**src/rtl/i2c_slave_regbank.sv**
```systemverilog
// Pointer-addressed, auto-incrementing 8-bit register bank behind an i2c_slave byte interface, plus a direct host port.
// Latency: I2C-side events act 3 clk after the input edge (2-flop sync + edge flop); host writes land at the next posedge.
// Backpressure: none; the i2c_slave must sample slv_tx_data no earlier than 4 clk after raising slv_data_req.
module i2c_slave_regbank #(
  parameter int                   REG_COUNT = 16,
  parameter int                   PTR_W     = 4,
  parameter logic [REG_COUNT-1:0] RO_MASK   = 16'h0000
) (
  input  logic             clk,
  input  logic             rst,
  input  logic             slv_busy,
  input  logic             slv_new_data,
  input  logic             slv_data_req,
  input  logic [7:0]       slv_rx_data,
  output logic [7:0]       slv_tx_data,
  input  logic [PTR_W-1:0] host_addr,
  output logic [7:0]       host_rd_data,
  input  logic             host_we,
  input  logic [7:0]       host_wr_data,
  output logic             wr_strobe,
  output logic [PTR_W-1:0] wr_addr,
  output logic [PTR_W-1:0] ptr
);

  typedef enum logic [1:0] {
    ST_IDLE = 2'd0,
    ST_PTR  = 2'd1,
    ST_DATA = 2'd2
  } state_t;

  state_t           r_state;
  state_t           w_state_nxt;

  // [0],[1] synchroniser stages, [2] edge-detect history
  logic [2:0]       r_busy_sync;
  logic [2:0]       r_nd_sync;
  logic [2:0]       r_dr_sync;

  // After reset, busy must be seen low once before a rise counts, so a busy
  // already high at reset release does not open a transaction.
  logic [1:0]       r_settle;
  logic             r_armed;

  logic [7:0]       r_regs [REG_COUNT];
  logic [PTR_W-1:0] r_ptr;
  logic [7:0]       r_tx;
  logic             r_wr_strobe;
  logic [PTR_W-1:0] r_wr_addr;

  logic             w_busy_rise;
  logic             w_busy_fall;
  logic             w_nd_rise;
  logic             w_dr_rise;
  logic             w_ptr_load;
  logic             w_data_wr;
  logic             w_rd;
  logic             w_i2c_we;

  assign w_busy_rise = r_armed & r_busy_sync[1] & ~r_busy_sync[2];
  assign w_busy_fall = ~r_busy_sync[1] & r_busy_sync[2];
  assign w_nd_rise   = r_nd_sync[1] & ~r_nd_sync[2];
  assign w_dr_rise   = r_dr_sync[1] & ~r_dr_sync[2];

  // Synchronise the slave strobes and track when busy is trustworthy after reset
  always_ff @(posedge clk or posedge rst) begin
    if (rst) begin
      r_busy_sync <= 3'b000;
      r_nd_sync   <= 3'b000;
      r_dr_sync   <= 3'b000;
      r_settle    <= 2'd0;
      r_armed     <= 1'b0;
    end else begin
      r_busy_sync <= {r_busy_sync[1:0], slv_busy};
      r_nd_sync   <= {r_nd_sync[1:0], slv_new_data};
      r_dr_sync   <= {r_dr_sync[1:0], slv_data_req};
      if (r_settle != 2'd3) begin
        r_settle <= r_settle + 2'd1;
      end
      if ((r_settle == 2'd3) && !r_busy_sync[1]) begin
        r_armed <= 1'b1;
      end
    end
  end

  // Transaction state register
  always_ff @(posedge clk or posedge rst) begin
    if (rst) begin
      r_state <= ST_IDLE;
    end else begin
      r_state <= w_state_nxt;
    end
  end

  // Next state and per-event actions; a write event shadows a same-clk read event
  always_comb begin
    w_state_nxt = r_state;
    w_ptr_load  = 1'b0;
    w_data_wr   = 1'b0;
    w_rd        = 1'b0;
    if (w_busy_fall) begin
      w_state_nxt = ST_IDLE;
    end else if (w_busy_rise) begin
      w_state_nxt = ST_PTR;
    end else begin
      case (r_state)
        ST_PTR: begin
          if (w_nd_rise) begin
            w_ptr_load  = 1'b1;
            w_state_nxt = ST_DATA;
          end else if (w_dr_rise) begin
            w_rd        = 1'b1;
            w_state_nxt = ST_DATA;
          end
        end
        ST_DATA: begin
          if (w_nd_rise) begin
            w_data_wr = 1'b1;
          end else if (w_dr_rise) begin
            w_rd = 1'b1;
          end
        end
        default: begin
        end
      endcase
    end
  end

  assign w_i2c_we = w_data_wr & ~RO_MASK[r_ptr];

  // Pointer, read data and write strobe; the pointer advances even on a dropped read-only write
  always_ff @(posedge clk or posedge rst) begin
    if (rst) begin
      r_ptr       <= '0;
      r_tx        <= 8'h00;
      r_wr_strobe <= 1'b0;
      r_wr_addr   <= '0;
    end else begin
      r_wr_strobe <= w_i2c_we;
      if (w_i2c_we) begin
        r_wr_addr <= r_ptr;
      end
      if (w_ptr_load) begin
        r_ptr <= slv_rx_data[PTR_W-1:0];
      end else if (w_data_wr || w_rd) begin
        r_ptr <= r_ptr + PTR_W'(1);
      end
      if (w_rd) begin
        r_tx <= r_regs[r_ptr];
      end
    end
  end

  // Register file; an I2C write beats a host write to the same index in the same clk
  always_ff @(posedge clk or posedge rst) begin
    if (rst) begin
      for (int i = 0; i < REG_COUNT; i++) begin
        r_regs[i] <= 8'h00;
      end
    end else begin
      for (int i = 0; i < REG_COUNT; i++) begin
        if (w_i2c_we && (r_ptr == PTR_W'(i))) begin
          r_regs[i] <= slv_rx_data;
        end else if (host_we && (host_addr == PTR_W'(i))) begin
          r_regs[i] <= host_wr_data;
        end
      end
    end
  end

  assign slv_tx_data  = r_tx;
  assign host_rd_data = r_regs[host_addr];
  assign wr_strobe    = r_wr_strobe;
  assign wr_addr      = r_wr_addr;
  assign ptr          = r_ptr;

endmodule

```
**config.mk**
```make
export PLATFORM = sky130hd
export DESIGN_NAME = i2c_slave_regbank
export DESIGN_NICKNAME = d
export VERILOG_FILES = /design/src/rtl/i2c_slave_regbank.sv
export SDC_FILE = /design/constraint.sdc
export NUM_CORES = 1
export LEC_CHECK = 0
export ABC_AREA = 1
export CELL_PAD_IN_SITES_DETAIL_PLACEMENT = 0
export CELL_PAD_IN_SITES_GLOBAL_PLACEMENT = 1
export CORE_MARGIN = 1.5
export CORE_UTILIZATION = 47
export CTS_CLUSTER_DIAMETER = 60
export CTS_CLUSTER_SIZE = 40
export DETAILED_ROUTE_END_ITERATION = 8
export DONT_BUFFER_PORTS = 1
export GPL_ROUTABILITY_DRIVEN = 0
export GPL_TIMING_DRIVEN = 0
export PLACE_DENSITY = 0.78
export SYNTH_ARGS = -nofsm -noshare
export SYNTH_HDL_FRONTEND = slang
export SYNTH_SLANG_ARGS = --single-unit
export TNS_END_PERCENT = 50
```
**constraint.sdc**
```tcl
create_clock -name clk -period 5.47 [get_ports clk]
set_input_delay 0.547 -clock clk [delete_from_list [all_inputs] [get_ports clk]]
set_output_delay 0.547 -clock clk [all_outputs]
set_load 0.02 [all_outputs]
```
# --- Yosys cells after proc, flatten, opt, wreduce, memory -nomap -nowiden ---
# Memories as Yosys holds them, arrays and structs flattened.
# Index checks and enable logic that the tools add are counted.
word_totals:
  mem_count: 1
  mem_bits_ro: 16
  out_inout_bits: 25
  elab_cells: 195
  input_bits: 26
  ff_bits: 159
mem_list:
  columns: ["name", "words", "word_bits", "rd", "rd_ports_with_merged_regs", "write_ports", "line", "rtl"]
  rows:
  - ["(no name shown)", 16, 1, 1, 0, 0, "128", "assign w_i2c_we = w_data_wr & ~RO_MASK[r_ptr];"]
op_classes:
  eq_ne: 34
  muxes: 58
  n_bitwise: 13
  order_cmp: 3
  n_reduce_logical: 58
  n_addsub: 2
ops:
  columns: ["op", "n"]
  rows:
  - ["$mux W8", 36]
  - ["$bmux W8 S4", 2]
  - ["$eq A4 B4 Y1 const B", 16]
  - ["$reduce_bool A2 Y1", 17]
  - ["$logic_and A1 B1 Y1", 33]
  - ["$eq A4 B3 Y1 const B", 8]
  - ["$eq A4 B2 Y1 const B", 4]
  - ["$mux W1", 13]
  - ["$ge A5 B5 Y1 const B", 2]
  - ["$mux W2", 5]
  - ["$not A4 Y5", 2]
  - ["$eq A4 B1 Y1 const B", 2]
  - ["$logic_not A4 Y1", 2]
  - ["$mux W4", 2]
  - ["$and A1 B1 Y1", 6]
  - ["$lt A4 B5 Y1 const B", 1]
  - ["$not A1 Y1", 5]
  - ["$add A4 B1 Y4 const B", 1]
  - ["$eq A2 B2 Y1 const B", 2]
  - ["$reduce_bool A4 Y1", 1]
  - ["$reduce_bool A3 Y1", 1]
  - ["$add A2 B1 Y2 const B", 1]
  - ["$eq A2 B1 Y1 const B", 1]
  - ["$ne A2 B2 Y1 const B", 1]
  - ["other kinds (4)", 4]

# --- Logic depth before layout (Yosys ltp) ---
# Gate-level depths: netlist of run 1.
logic_depth:
  ltp_word: 10
  depth_mapped: 11

# --- Worst setup path before layout of run 1 ---
# OpenSTA, ideal clock, no wires.
synth_path:
  kind: "reg2reg"
  start: "register r_ptr[1], in the netlist ptr[1]"
  end: "register r_regs[112] in the netlist's numbering"
  n_path_buf: 3
  stages_incl_launch_ff: 11
  slack_ps: 3251
  required_time_ps: 5345
  synth_period_minus_slack_ps: 2219
  t_arrival_ps: 2094
  cell_sequence: "dfrtp_1 -> clkbuf_1 -> clkinv_1 -> clkbuf_1 -> ha_1 -> inv_1 -> nor2_2 -> nand2_2 -> buf_2 -> nand3_1 -> nand3_1"
synth_via:
  elab_chain_cells: 6
  elab_cells_between_ends: 8
  cone_classes: "1 x eq/ne; 2 x mux; 2 x bitwise; 2 x reduce/logical; 1 x memory"
synth_lines:
  columns: ["item", "line", "rtl"]
  rows:
  - ["from (decl)", "45", "logic [PTR_W-1:0] r_ptr;"]
  - ["from (signal assigned)", "143", "r_ptr <= slv_rx_data[PTR_W-1:0];"]
  - ["from (signal assigned)", "145", "r_ptr <= r_ptr + PTR_W'(1);"]
  - ["$mem_v2 Z16 W1", null, null]
  - ["$mux W1 (not written as such)", "128", null]
  - ["$not A1 Y1", "128", null]
  - ["$and A1 B1 Y1", "128", null]
  - ["$logic_and A1 B1 Y1 (*)", "161", "if (w_i2c_we && (r_ptr == PTR_W'(i))) begin"]
  - ["$mux W8 / $reduce_bool A2 Y1 (equally long branches)", null, null]
  - ["to (signal, indexed assignment)", "162", "r_regs[i] <= slv_rx_data;"]
  - ["to (signal, indexed assignment)", "164", "r_regs[i] <= host_wr_data;"]
  - ["to (decl)", "44", "logic [7:0] r_regs [REG_COUNT];"]
# Every way passes the cells marked *; elsewhere a longest branch is shown, timed or not. The select of a mux whose other input is x is not followed.
# A chain may end at the register's enable or synchronous reset.

# --- Final worst setup path of run 1 ---
# Same ends and word-level chain as after synthesis.

==> reports/summary.md, run 1 <==
The dominant cell type by area after synthesis is sky130_fd_sc_hd__dfrtp_1. The tools report the total standard cell area after synthesis as 10600 um2. Setup repair after global routing left no endpoint under its margin. In this run the critical register-to-register path is captured at r_regs[112]. After floorplanning, the core was sized to cover 22000 um2. In the global route stage, overall resource usage came out at 38.9%. The data required time at the worst endpoint was 5.85 ns; the total vias in the final route was 11700. The tools report the total of hold buffers inserted after clock tree synthesis as 0. The run finished, with violations left. Counting along the longest clock path gives a buffer depth of 2. The HPWL after detailed placement is 32700 um. The first TritonRoute pass finished after 8 iterations. The boundary pin count is 51. In this run the worst path has a maximum fanout of 11. Summed over all cells, the static leakage comes to 5.60 nW.

The tools report the final hold slack as -0.0365 ns. The worst setup path is captured at a flop. Setup skew after layout: 0.0136 ns. Following the worst setup path forward leads to its endpoint at r_regs[112]. The logs give 10900 for the via count of the first global-routing pass and 1863 for the number of placed cells counting well taps. After global routing the overflow that remains totals 0.

The floorplan step defined a die boundary enclosing 23400 um2. In this run the tool buffered the top-level ports with 0 buffer cells. The run gives 2246 as the filler cell count in the final layout. The startpoint of the lowest-slack register-to-register path is ptr[1]. In this run the remaining antenna-violating nets after routing total 0.

The path depth of the worst reg2reg path was 10; the minimum clock period after layout was 3.38 ns. The clock reaches the later pin of the worst-skew pair after 0.44 ns. The buffers plus inverters on the worst setup path came out at 5. After technology mapping, the gate count stands at 1582. In the routed layout, each cell is associated on average with a via count of 6.15. The main flop type after synthesis is sky130_fd_sc_hd__dfrtp_1. The run gives 0 as the antenna diode count.

Setup violations remaining at the end of the flow were counted as 0. Number of warning messages in the yosys log: 0. The number of H-tree levels is 4. Static timing analysis puts the maximum clock frequency at 296 MHz.

The synthesis-to-layout area growth was 9.24%; the share of post-route cells with drive strength above 1 was 7.80%. The worst setup path is launched from a flop. The worst pin sits at a relative slew slack of 25.7%. After synthesis, the largest area contributor takes up 37.6% of total cell area. The synthesized flop and latch total works out to 159.

For the number of gates resized after cts, the log shows 0. The net count of the finished layout is 1635. The number of enable-type register cells in the synthesized netlist came out at 0. The worst register-to-register path has a setup slack of 2.09 ns. The finished layout holds 1895 standard cells, fillers aside. The number of different library cells used by synthesis comes to 29. For the number of buffers created by CTS, the log shows 17.

For the pin with the worst max-slew slack, the measured transition is 1.11 ns. The finished cells cover 11600 um2. TritonCTS built the clock tree. The share of the core filled with cells was 52.6%; the placement-stage cell area was 11000 um2. Pin count of the biggest net entering global routing: 95.

The logs give 0 for the count of pins over their slew limit and 0 for the number of maximum-capacitance violations. The routed wire length per instance is 23.7 um, and the initial antenna violation count is 0. Synthesis produced a netlist with a net count of 1615. The clock root buffer was sky130_fd_sc_hd__clkbuf_16.

The run gives 1645 as the initial DRC count. The worst setup path startpoint is ptr[1]. Clock-pin slew was measured on the worst setup and hold paths at 0.08 ns.

After synthesis, the cell types taking the most area are sky130_fd_sc_hd__dfrtp_1 (38%), sky130_fd_sc_hd__nand3_1 (25%), sky130_fd_sc_hd__nand2_1 (14%). Dividing the final minimum period by the clock period gives 61.8%. In this run the worst hold path is classified as in2async. Traced cell by cell, the critical path runs through clkbuf_1 -> clkinv_1 -> clkbuf_1 -> ha_1 -> inv_1 -> nor2_2 -> nand2_2 -> buf_2 -> nand3_1 -> nand3_1. The logs give 0 for the number of buffers inserted by post-CTS setup repair and 3.76 ns for the arrival time of data at the critical path endpoint. For this design the ratio of total power to cell area is 436 nW/um2.

The kind of cell adding the most delay to the critical path was buffers and inverters. The fraction of synthesis flops using an asynchronous set or reset pin came out at 100%. For the number of hold violations in the final report, the log shows 7. For this run, design rule violations remaining after detail routing come to 5. The die is 153 um tall. The critical path is of the reg2reg type. The initial core utilization was 48.2%; the overall die width was 153 um. The first global-routing pass estimated 67600 um of wire.

After synthesis, flip-flops and latches occupy 37.6% of the total area. In this design, the stage delay of the slowest critical-path cell is 0.54 ns. In this run the number of cells on the critical path is 10.

The tools report the number of sinks handled by clock tree synthesis as 159. For this block, the routed nets add up to 44900 um of wire. The checks that failed: DRC, hold timing. Row generation in the floorplan step produced 54 rows. The worst-case IR drop observed on VDD is 0.000250 V. For this design, the slowest cell found on the critical path is sky130_fd_sc_hd__dfrtp_1. The average cell area after synthesis was 6.69 um2.
-- final cells by class --
cell class	instances	area [um2]	area share, %
Sequential cell	159	3980	34.4
Clock buffer	17	425	3.68
Clock inverter	15	166	1.44
Inverter	155	592	5.12
Timing Repair Buffer	1	27.5	0.238
Multi-Input combinational cell	1182	5580	48.3
Tap cell	280	350	3.03
Buffer	86	432	3.74
-- state kept, by name (all words and copies together), names as in the netlist --
signal,flops
r_settle,2
wr_addr,4
r_regs,128
ptr,4
r_nd_sync,3
r_armed,1
r_state,2
slv_tx_data,8
r_dr_sync,3
r_busy_sync,3
wr_strobe,1
-- routing by layer --
layer / up-vias / GRT usage, % / share of wire (%)
li1: 5255 / - / -
met1: 5582 / 54.3 / 41
met2: 701 / 57.6 / 43
met3: 119 / 8.11 / 11
met4: 0 / 18.2 / 4.7
met5: - / 0 / 0
-- worst reg2reg max path, stage by stage, from the launching register on --
cell,delay (ns)
sky130_fd_sc_hd__dfrtp_1,0.54
sky130_fd_sc_hd__clkbuf_1,0.30
sky130_fd_sc_hd__clkinv_1,0.37
sky130_fd_sc_hd__clkbuf_1,0.41
sky130_fd_sc_hd__ha_1,0.30
sky130_fd_sc_hd__inv_1,0.52
sky130_fd_sc_hd__nor2_2,0.23
sky130_fd_sc_hd__nand2_2,0.20
sky130_fd_sc_hd__buf_2,0.24
sky130_fd_sc_hd__nand3_1,0.09
sky130_fd_sc_hd__nand3_1,0.12
-- layout by cell type (no fill, tap or decap) --
cell                         Yosys  routed
sky130_fd_sc_hd__a21o_1          1       1
sky130_fd_sc_hd__a21oi_1        17      17
sky130_fd_sc_hd__a22oi_1        13      13
sky130_fd_sc_hd__buf_1           6       6
sky130_fd_sc_hd__buf_16          0       1
sky130_fd_sc_hd__buf_2          15      15
sky130_fd_sc_hd__buf_4           8       8
sky130_fd_sc_hd__buf_6           8       8
sky130_fd_sc_hd__bufinv_16       0       1
sky130_fd_sc_hd__clkbuf_1       49      49
sky130_fd_sc_hd__clkbuf_16       0      17
sky130_fd_sc_hd__clkinv_1        2       2
sky130_fd_sc_hd__clkinv_2        0       1
sky130_fd_sc_hd__clkinv_8        0       1
sky130_fd_sc_hd__clkinvlp_4      0       2
sky130_fd_sc_hd__dfrtp_1       159     159
sky130_fd_sc_hd__ha_1            7       7
sky130_fd_sc_hd__inv_1         145     144
sky130_fd_sc_hd__inv_2           7       7
sky130_fd_sc_hd__inv_4           1       1
sky130_fd_sc_hd__inv_6           0       5
sky130_fd_sc_hd__inv_8           0       6
sky130_fd_sc_hd__mux2_2          1       1
sky130_fd_sc_hd__nand2_1       400     400
sky130_fd_sc_hd__nand2_2        12      12
sky130_fd_sc_hd__nand2_4         4       4
sky130_fd_sc_hd__nand3_1       528     528
sky130_fd_sc_hd__nand3b_1        1       1
sky130_fd_sc_hd__nand4_1        14      14
sky130_fd_sc_hd__nor2_1         89      89
sky130_fd_sc_hd__nor2_2         26      26
sky130_fd_sc_hd__nor2_4          8       8
sky130_fd_sc_hd__nor2_8          2       2
sky130_fd_sc_hd__o21ai_0        55      55
sky130_fd_sc_hd__o22ai_1         1       1
sky130_fd_sc_hd__xnor2_1         1       1
sky130_fd_sc_hd__xor2_1          2       2
-- power by group --
part	internal (W)	switching [W]
Combinational	0.000534	0.00137
Clock	0.000653	0.000595
Sequential	0.00148	0.000397
-- metrics by stage --
stage               power, W  setup WS [ns]  TNS (ns)  hold WS (ns)
floorplan            0.00301          0.631         0         0.331
global placement     0.00370          -1.31   -204.73         0.334
detailed placement   0.00373           2.24         0         0.336
CTS                  0.00496           2.21         0       0.00292
global route         0.00528           1.89         0       0.00477
finish               0.00503           2.09         0       -0.0365
-- synthesized netlist by cell type (7+ instances only) --
library cell	n
sky130_fd_sc_hd__nor2_4	8
sky130_fd_sc_hd__nor2_2	26
sky130_fd_sc_hd__buf_2	15
sky130_fd_sc_hd__a21oi_1	17
sky130_fd_sc_hd__nand2_2	12
sky130_fd_sc_hd__inv_1	145
sky130_fd_sc_hd__inv_2	7
sky130_fd_sc_hd__nand4_1	14
sky130_fd_sc_hd__dfrtp_1	159
sky130_fd_sc_hd__nand3_1	528
sky130_fd_sc_hd__buf_4	8
sky130_fd_sc_hd__nand2_1	400
sky130_fd_sc_hd__o21ai_0	55
sky130_fd_sc_hd__ha_1	7
sky130_fd_sc_hd__nor2_1	89
sky130_fd_sc_hd__a22oi_1	13
sky130_fd_sc_hd__buf_6	8
sky130_fd_sc_hd__clkbuf_1	49
-- worst min-delay path by stage --
stage,endpoint,from,depth (start not counted)
global route,r_regs[53],rst,1
CTS,r_regs[53],rst,1
floorplan,r_busy_sync[1],r_busy_sync[0],0
detailed placement,r_busy_sync[1],r_busy_sync[0],0
finish,r_regs[53],rst,1
global placement,r_busy_sync[1],r_busy_sync[0],0
-- logic make-up after synthesis --
kind of cell    count (synthesis)  share of synthesized area (%)
compound gates                 87                           4.46
xor+xnor                        3                          0.248
fa+ha+maj                       7                          0.828
buf+inv                       241                           9.61
flops                         159                           37.6
mux                             1                          0.106
simple gates                 1084                           47.1
Power figures use the tool's default switching activity.
==> inputs of run 2 (changes only) <==
Settings changed: CORE_UTILIZATION 47 to 42, PLACE_DENSITY 0.78 to 0.74.
Clock period 5.47 ns to 2.9 ns, I/O delays scaled along.
==> run 2 against run 1 <==
Compared with the run above:
- the flow now finishes without violations
- combinational power rose by 90%
- flip-flop and latch count did not move
- sequential share of layout area fell by 0.35 points
- clock power rose by 76%
- non-clock buffer count rose by 5
- first-iteration DRC count fell by 0.55%
- via count fell by 1.1%
- count of clock-buffer cells in the layout rose by 3
- power rose by 87%
- critical endpoint is now r_regs[120]
- largest cell class unchanged
- highest routed layer unchanged
==> reports/summary.md, run 2 (same netlist as run 1, synthesis figures left out) <==
Entering global routing, the biggest net connects 40 pins. For this design the static power due to leakage is 5.60 nW. The kind of capture point of the worst setup path was a flop. Across every metal layer, demand over resource in global routing totals 35.8%. The tools report the clock root buffer as sky130_fd_sc_hd__clkbuf_16. In this design, the stage delay of the slowest critical-path cell is 0.51 ns. The count of buffers added on input and output ports is 0. Cells fill 47.6% of the core in the end. The multi-input logic area came out at 5590 um2. The number of placement rows is 57, and the final global-route overflow total is 0. Initial core utilization: 43.1%.

The filler cell count in the final layout is 2589. The largest voltage drop on the vdd net was 0.000457 V; the share of post-route cells with drive strength above 1 was 8.09%. TritonCTS built the clock tree. The total power divided by cell area came out at 806 nW/um2. The library cell used most frequently in the layout, excluding fill and tap cells, is sky130_fd_sc_hd__nand3_1. The die is 162 um wide. The height of the die was 162 um; the relative max-transition margin was 16.9%. Summing over every cut layer, the via total after detailed routing is 11500. The initial antenna violation count is 1.

The via count of the first global-routing pass is 10500. The post-layout net count came out at 1640. The routed wire length per instance works out to 24.0 um. Counting along the longest clock path gives a buffer depth of 2.

Detailed placement finished with a half-perimeter wire length of 34000 um. The critical path goes through clkbuf_1 -> clkinv_2 -> ha_1 -> clkinvlp_4 -> nor2_2 -> nand2_2 -> buf_2 -> nand3_1 -> nand3_1. The tools report the number of H-tree levels as 4.

The smallest clock period supported by the final layout is computed as 2.78 ns. The arrival time of data at the critical path endpoint was 3.10 ns. In this run the worst hold path is classified as in2reg.

After clock tree synthesis, the clock-pin slew on the worst setup and hold paths is 0.08 ns. The register with the most flip-flops in the layout has 128 of them. Wires add up to 46600 um. In the layout the commonest cells are sky130_fd_sc_hd__nand3_1 (528), sky130_fd_sc_hd__nand2_1 (400), sky130_fd_sc_hd__dfrtp_1 (159). The number of buffers inserted by post-CTS setup repair is 0, and the total die area is 26100 um2.

The library cell contributing the largest single delay on the critical path is sky130_fd_sc_hd__dfrtp_1. The final setup violation count was 0; the number of optimization iterations in the first detailed-route pass was 6. The data required time at the worst endpoint is 3.22 ns, and the synthesis-to-layout area growth is 10.4%. The worst register-to-register path has a setup slack of 0.12 ns.

The startpoint-to-endpoint class of the critical path was reg2reg. The count of pins over their slew limit was 0. Max-cap violations in this run came to 0.

The most frequent cell on the critical path was sky130_fd_sc_hd__nand3_1. The logs give 0 for the number of hold violations in the final report and 17 for the number of buffers created by CTS. The run gives 3980 um2 as the area of all sequential standard cells. Number of remaining DRC errors: 0.

For this design the top-level I/O count stands at 51. The final cycle utilization of the critical path is 95.9%, and the initial DRC count is 1636. The startpoint class of the critical path was a flop. The run finished with clean final reports. The via density per instance was 5.93.

The clock net in this run drives a total of 159 sinks. After floorplanning, the core was sized to cover 24500 um2. The setup skew after layout came out at 0.0159 ns. Setup repair after global routing left no endpoint under its margin. The achievable frequency was 360 MHz. At the pin with the least slew margin, the transition time is 1.25 ns. The first global-routing pass estimated 68900 um of wire. Number of nets still failing antenna checks after routing: 0. The register with the most flip-flops in the final layout is r_regs.

Along the worst path, the maximum fanout reaches 19. For the final-layout setup total negative slack, the log shows 0 ns. For the worst-skew pair, the clock arrives at the later sink with an insertion delay of 0.45 ns.
-- run 2: metal layers --
metal	GRT usage [%]	vias up	wire, um
met4	13.8	0	1580
met5	0	-	0
li1	-	5273	-
met3	7.41	96	4850
met1	51.4	5475	20200
met2	52.6	682	20000
-- run 2: worst paths after layout --
path                                endpoint  cells after the start            from
worst max register to register   r_regs[120]                      9          ptr[1]
worst max-delay path             r_regs[120]                      9          ptr[1]
min in group asynchronous         r_regs[76]                      2             rst
worst min-delay path              r_regs[44]                      2  slv_rx_data[4]
worst min register to register  r_dr_sync[1]                      0    r_dr_sync[0]
max in group asynchronous          r_regs[3]                      4             rst
-- run 2: layout make-up --
cell class	instances	area share [%]
Clock inverter	12	0.890
Multi-Input combinational cell	1182	47.9
Timing Repair Buffer	8	1.03
Antenna cell	1	0.0214
Clock buffer	20	3.83
Sequential cell	159	34.1
Tap cell	324	3.47
Inverter	155	5.14
Buffer	84	3.63
-- run 2: stage by stage --
| step | instance area (um2) | setup WS [ns] | hold slack, ns | power (W) | instances |
|---|---|---|---|---|---|
| CTS | 11700 | 0.0652 | 0.00166 | 0.00927 | 1945 |
| global placement | 11000 | -0.475 | 0.321 | 0.00704 | 1906 |
| detailed placement | 11100 | -0.298 | 0.279 | 0.00707 | 1910 |
| floorplan | 10600 | 0.595 | 0.321 | 0.00568 | 1582 |
| global route | 11700 | 0.0248 | 0.0187 | 0.00987 | 1944 |
| finish | 11700 | 0.118 | 0.00197 | 0.00941 | 1945 |
-- run 2: repair_timing --
action / 4_1_cts / 5_1_grt
setup endpoints to repair: 64 / 44
hold buffers: 4 / 0
gates resized for setup: 2 / 4
hold endpoints to repair: 28 / 0
-- run 2: where the power goes --
group,leakage [nW],switching (W),internal [W]
Combinational,3.37,0.00259,0.00103
Clock,0.253,0.00106,0.00114
Sequential,1.97,0.000796,0.00279
Total,5.60,0.00445,0.00496
-- run 2: critical path, delay by kind of cell (launching register included) --
kind                       cells  cell delay, ns
buffers and inverters          4            1.07
and+or+nand+nor                4            0.81
DFF                            1            0.51
adders and majority gates      1            0.27
==> inputs of run 3 (changes only) <==
Settings changed: SETUP_SLACK_MARGIN from default to 0.2.
==> run 3 against run 2 <==
Compared with the run above:
- setup slack better by 0.18 ns
- clock skew is 0.00064 ns higher
- utilization is 0.36 points higher
- first-iteration DRC count is 4.9% lower
- critical endpoint is now r_regs[112]
- power is 1.4% higher
- non-clock buffer count is 7 higher
- global-route usage hardly changed
- via count is 0.44% higher
- hold slack better by 0.0032 ns
- sequential share of layout area is 0.25 points lower
- final cell count is 0.31% higher
==> reports/summary.md, run 3 (same netlist as run 1, synthesis figures left out) <==
From left edge to right edge, the die measures 162 um. In this run, CTS created clock tree buffers numbering 17. The tools report the number of remaining DRC errors as 0. The kind of capture point of the worst setup path was a flop. In the final routed layout, each cell accounts on average for 23.8 um.

The final-layout setup total negative slack was 0 ns. Subtracting the final worst setup slack from the clock period gives 2.60 ns. The final setup violation count is 0. The most common cell after layout, fill and taps aside was sky130_fd_sc_hd__nand3_1.

The largest single stage delay on the critical path is 0.51 ns. The register with the most flip-flops is r_regs. Once the floorplan was initialized, standard cells occupied 43.1% of the core.

Timing would allow up to 384 MHz. The tools report the number of hold violations in the final report as 0. The number of antenna diodes in the final layout is 0. The tools report the relative max-transition margin as 17.3%.

Clock tree synthesis found a total of 159 sinks. Once placement completed, the tool counted placed cells totaling 1910. The H-tree was split into 4 levels. After detailed routing, the total wire length is 46500 um.

Initial DRC count: 1556. The run finished with clean final reports. The initial antenna violation count is 1.

The logs give 2.93 ns for the arrival time of data at the critical path endpoint and 24500 um2 for the area of the core. The maximum fanout count along the critical path was 11. The height of the die is 162 um, and the number of placement rows is 57. The floorplan step defined a die boundary enclosing 26100 um2. On the final layout, the worst clock skew is 0.0166 ns. For this run, the post-layout net count is 1647. In the layout the commonest cells are sky130_fd_sc_hd__nand3_1 (528), sky130_fd_sc_hd__nand2_1 (400), sky130_fd_sc_hd__dfrtp_1 (159). The via count of the first global-routing pass is 10500. Synthesis-to-layout area growth: 11.2%. Across the run, the number of max-cap violations was 0. Of the available clock period, the critical path in the final layout requires 89.8%.

For this design, the slowest cell found on the critical path is sky130_fd_sc_hd__dfrtp_1. Largest buffer count on any clock path: 2. The post-route netlist has 8.60% of its cells at a drive strength greater than 1. In this run the clock root is driven by a sky130_fd_sc_hd__clkbuf_16. The global-route total usage across every layer was 35.8%.

STA classifies the critical path startpoint as a flop. Setup repair after global routing could not meet its margin everywhere. TritonCTS built the clock tree. The data required time at the worst endpoint came out at 3.23 ns. The most frequent cell on the critical path was sky130_fd_sc_hd__nand3_1.

The total overflow left after global routing is 0. The run gives 0 as the count of pins over their slew limit. The clock reaches the later pin of the worst-skew pair after 0.44 ns. The wire length of the first global-routing pass is 69000 um.

Cells fill 47.9% of the core in the end. Pin placement for this block handled 51 I/O pins. Startpoint-to-endpoint class of the critical path: reg2reg.

The count of nets left with antenna violations once routing finished came out at 0. The HPWL after detailed placement is 34000 um. Across the VDD grid, the largest voltage drop is 0.000483 V. In this run the power density over the cells is 811 nW/um2.

Walking the worst path, the cells encountered are clkbuf_2 -> clkinv_2 -> clkbuf_4 -> ha_1 -> clkinvlp_4 -> buf_12 -> nor2_4 -> nand2_2 -> buf_2 -> nand3_1 -> nand3_1. The number of flip-flops in the largest register is 128, and the minimum setup slack among reg-to-reg paths is 0.30 ns. The cell leakage power came out at 5.65 nW. Entering global routing, the biggest net connects 40 pins. Dividing the detail-routed via count by the number of cells gives 5.93. The routed layout has 11600 vias.

Transition at the pin with the smallest max-transition slack: 1.24 ns. The worst hold path belongs to the class in2reg. For this run, the detailed router's first-pass iteration total came to 6. After clock tree synthesis, the clock-pin slew on the worst setup and hold paths is 0.08 ns.

The count of input and output buffers is 0. Excluding fillers, the count of instances in the completed layout stands at 1951.
-- run 3: changes by cell type in the layout (fill, tap and decap cells not counted) --
cell,previous run,this run
sky130_fd_sc_hd__buf_4,8,12
sky130_fd_sc_hd__buf_12,4,6
sky130_fd_sc_hd__clkbuf_1,49,47
sky130_fd_sc_hd__clkbuf_2,0,2
sky130_fd_sc_hd__nor2_2,24,22
sky130_fd_sc_hd__nor2_4,10,12
sky130_fd_sc_hd__clkbuf_4,0,1
sky130_fd_sc_hd__diode_2,1,0
-- run 3: area by class of cell --
cell class,instances,area [um2]
Fill cell,2579,12800
Multi-Input combinational cell,1182,5600
Sequential cell,159,3980
Inverter,155,601
Clock buffer,20,447
Buffer,85,434
Tap cell,324,405
Timing Repair Buffer,14,190
Clock inverter,12,104
-- run 3: per-stage QoR --
step,hold WS (ns),setup slack (ns),cell area (um2),power (W)
finish,0.00516,0.296,11800,0.00954
global route,0.0210,0.160,11800,0.0100
CTS,0.00166,0.165,11700,0.00940
detailed placement,0.279,-0.298,11100,0.00707
global placement,0.321,-0.475,11000,0.00704
floorplan,0.321,0.595,10600,0.00568
-- run 3: critical path, delay by kind of cell (launching register included) --
family / cells / cell delay, ns
buffers and inverters: 6 / 1.16
AND/OR/NAND/NOR: 4 / 0.59
flip-flops: 1 / 0.51
adder cells (fa/ha/maj): 1 / 0.23
-- run 3: final timing paths --
| check | startpoint | endpoint | cells past startpoint |
|---|---|---|---|
| worst max-delay path | ptr[1] | r_regs[112] | 11 |
| worst min-delay path | slv_rx_data[4] | r_regs[44] | 2 |
| worst max register to register | ptr[1] | r_regs[112] | 11 |
| worst min register to register | r_dr_sync[0] | r_dr_sync[1] | 0 |
| max in group asynchronous | rst | r_regs[3] | 4 |
| min in group asynchronous | rst | r_regs[76] | 2 |
-- run 3: metal layers --
layer  global-route usage [%]  vias to the layer above  share of wire, %
met3                     7.30                      104                11
met5                        0                        -                 0
met4                     13.9                        0               3.7
li1                         -                     5290                 -
met1                     51.2                     5492                43
met2                     53.0                      691                43
-- run 3: power breakdown --
part	internal, W	switching [W]	total (W)	leakage, nW
Clock	0.00114	0.00106	0.00220	0.253
Sequential	0.00279	0.000797	0.00359	1.97
Combinational	0.00114	0.00262	0.00376	3.42
-- run 3: timing repair --
| action | 4_1_cts | 5_1_grt |
|---|---|---|
| setup endpoints to repair | 80 | 88 |
| endpoints found under the hold margin | 28 | 0 |
| gates resized for setup | 8 | 7 |
| setup buffers | 4 | 2 |
| hold buffers | 4 | 0 |
| cloned | 0 | 0 |
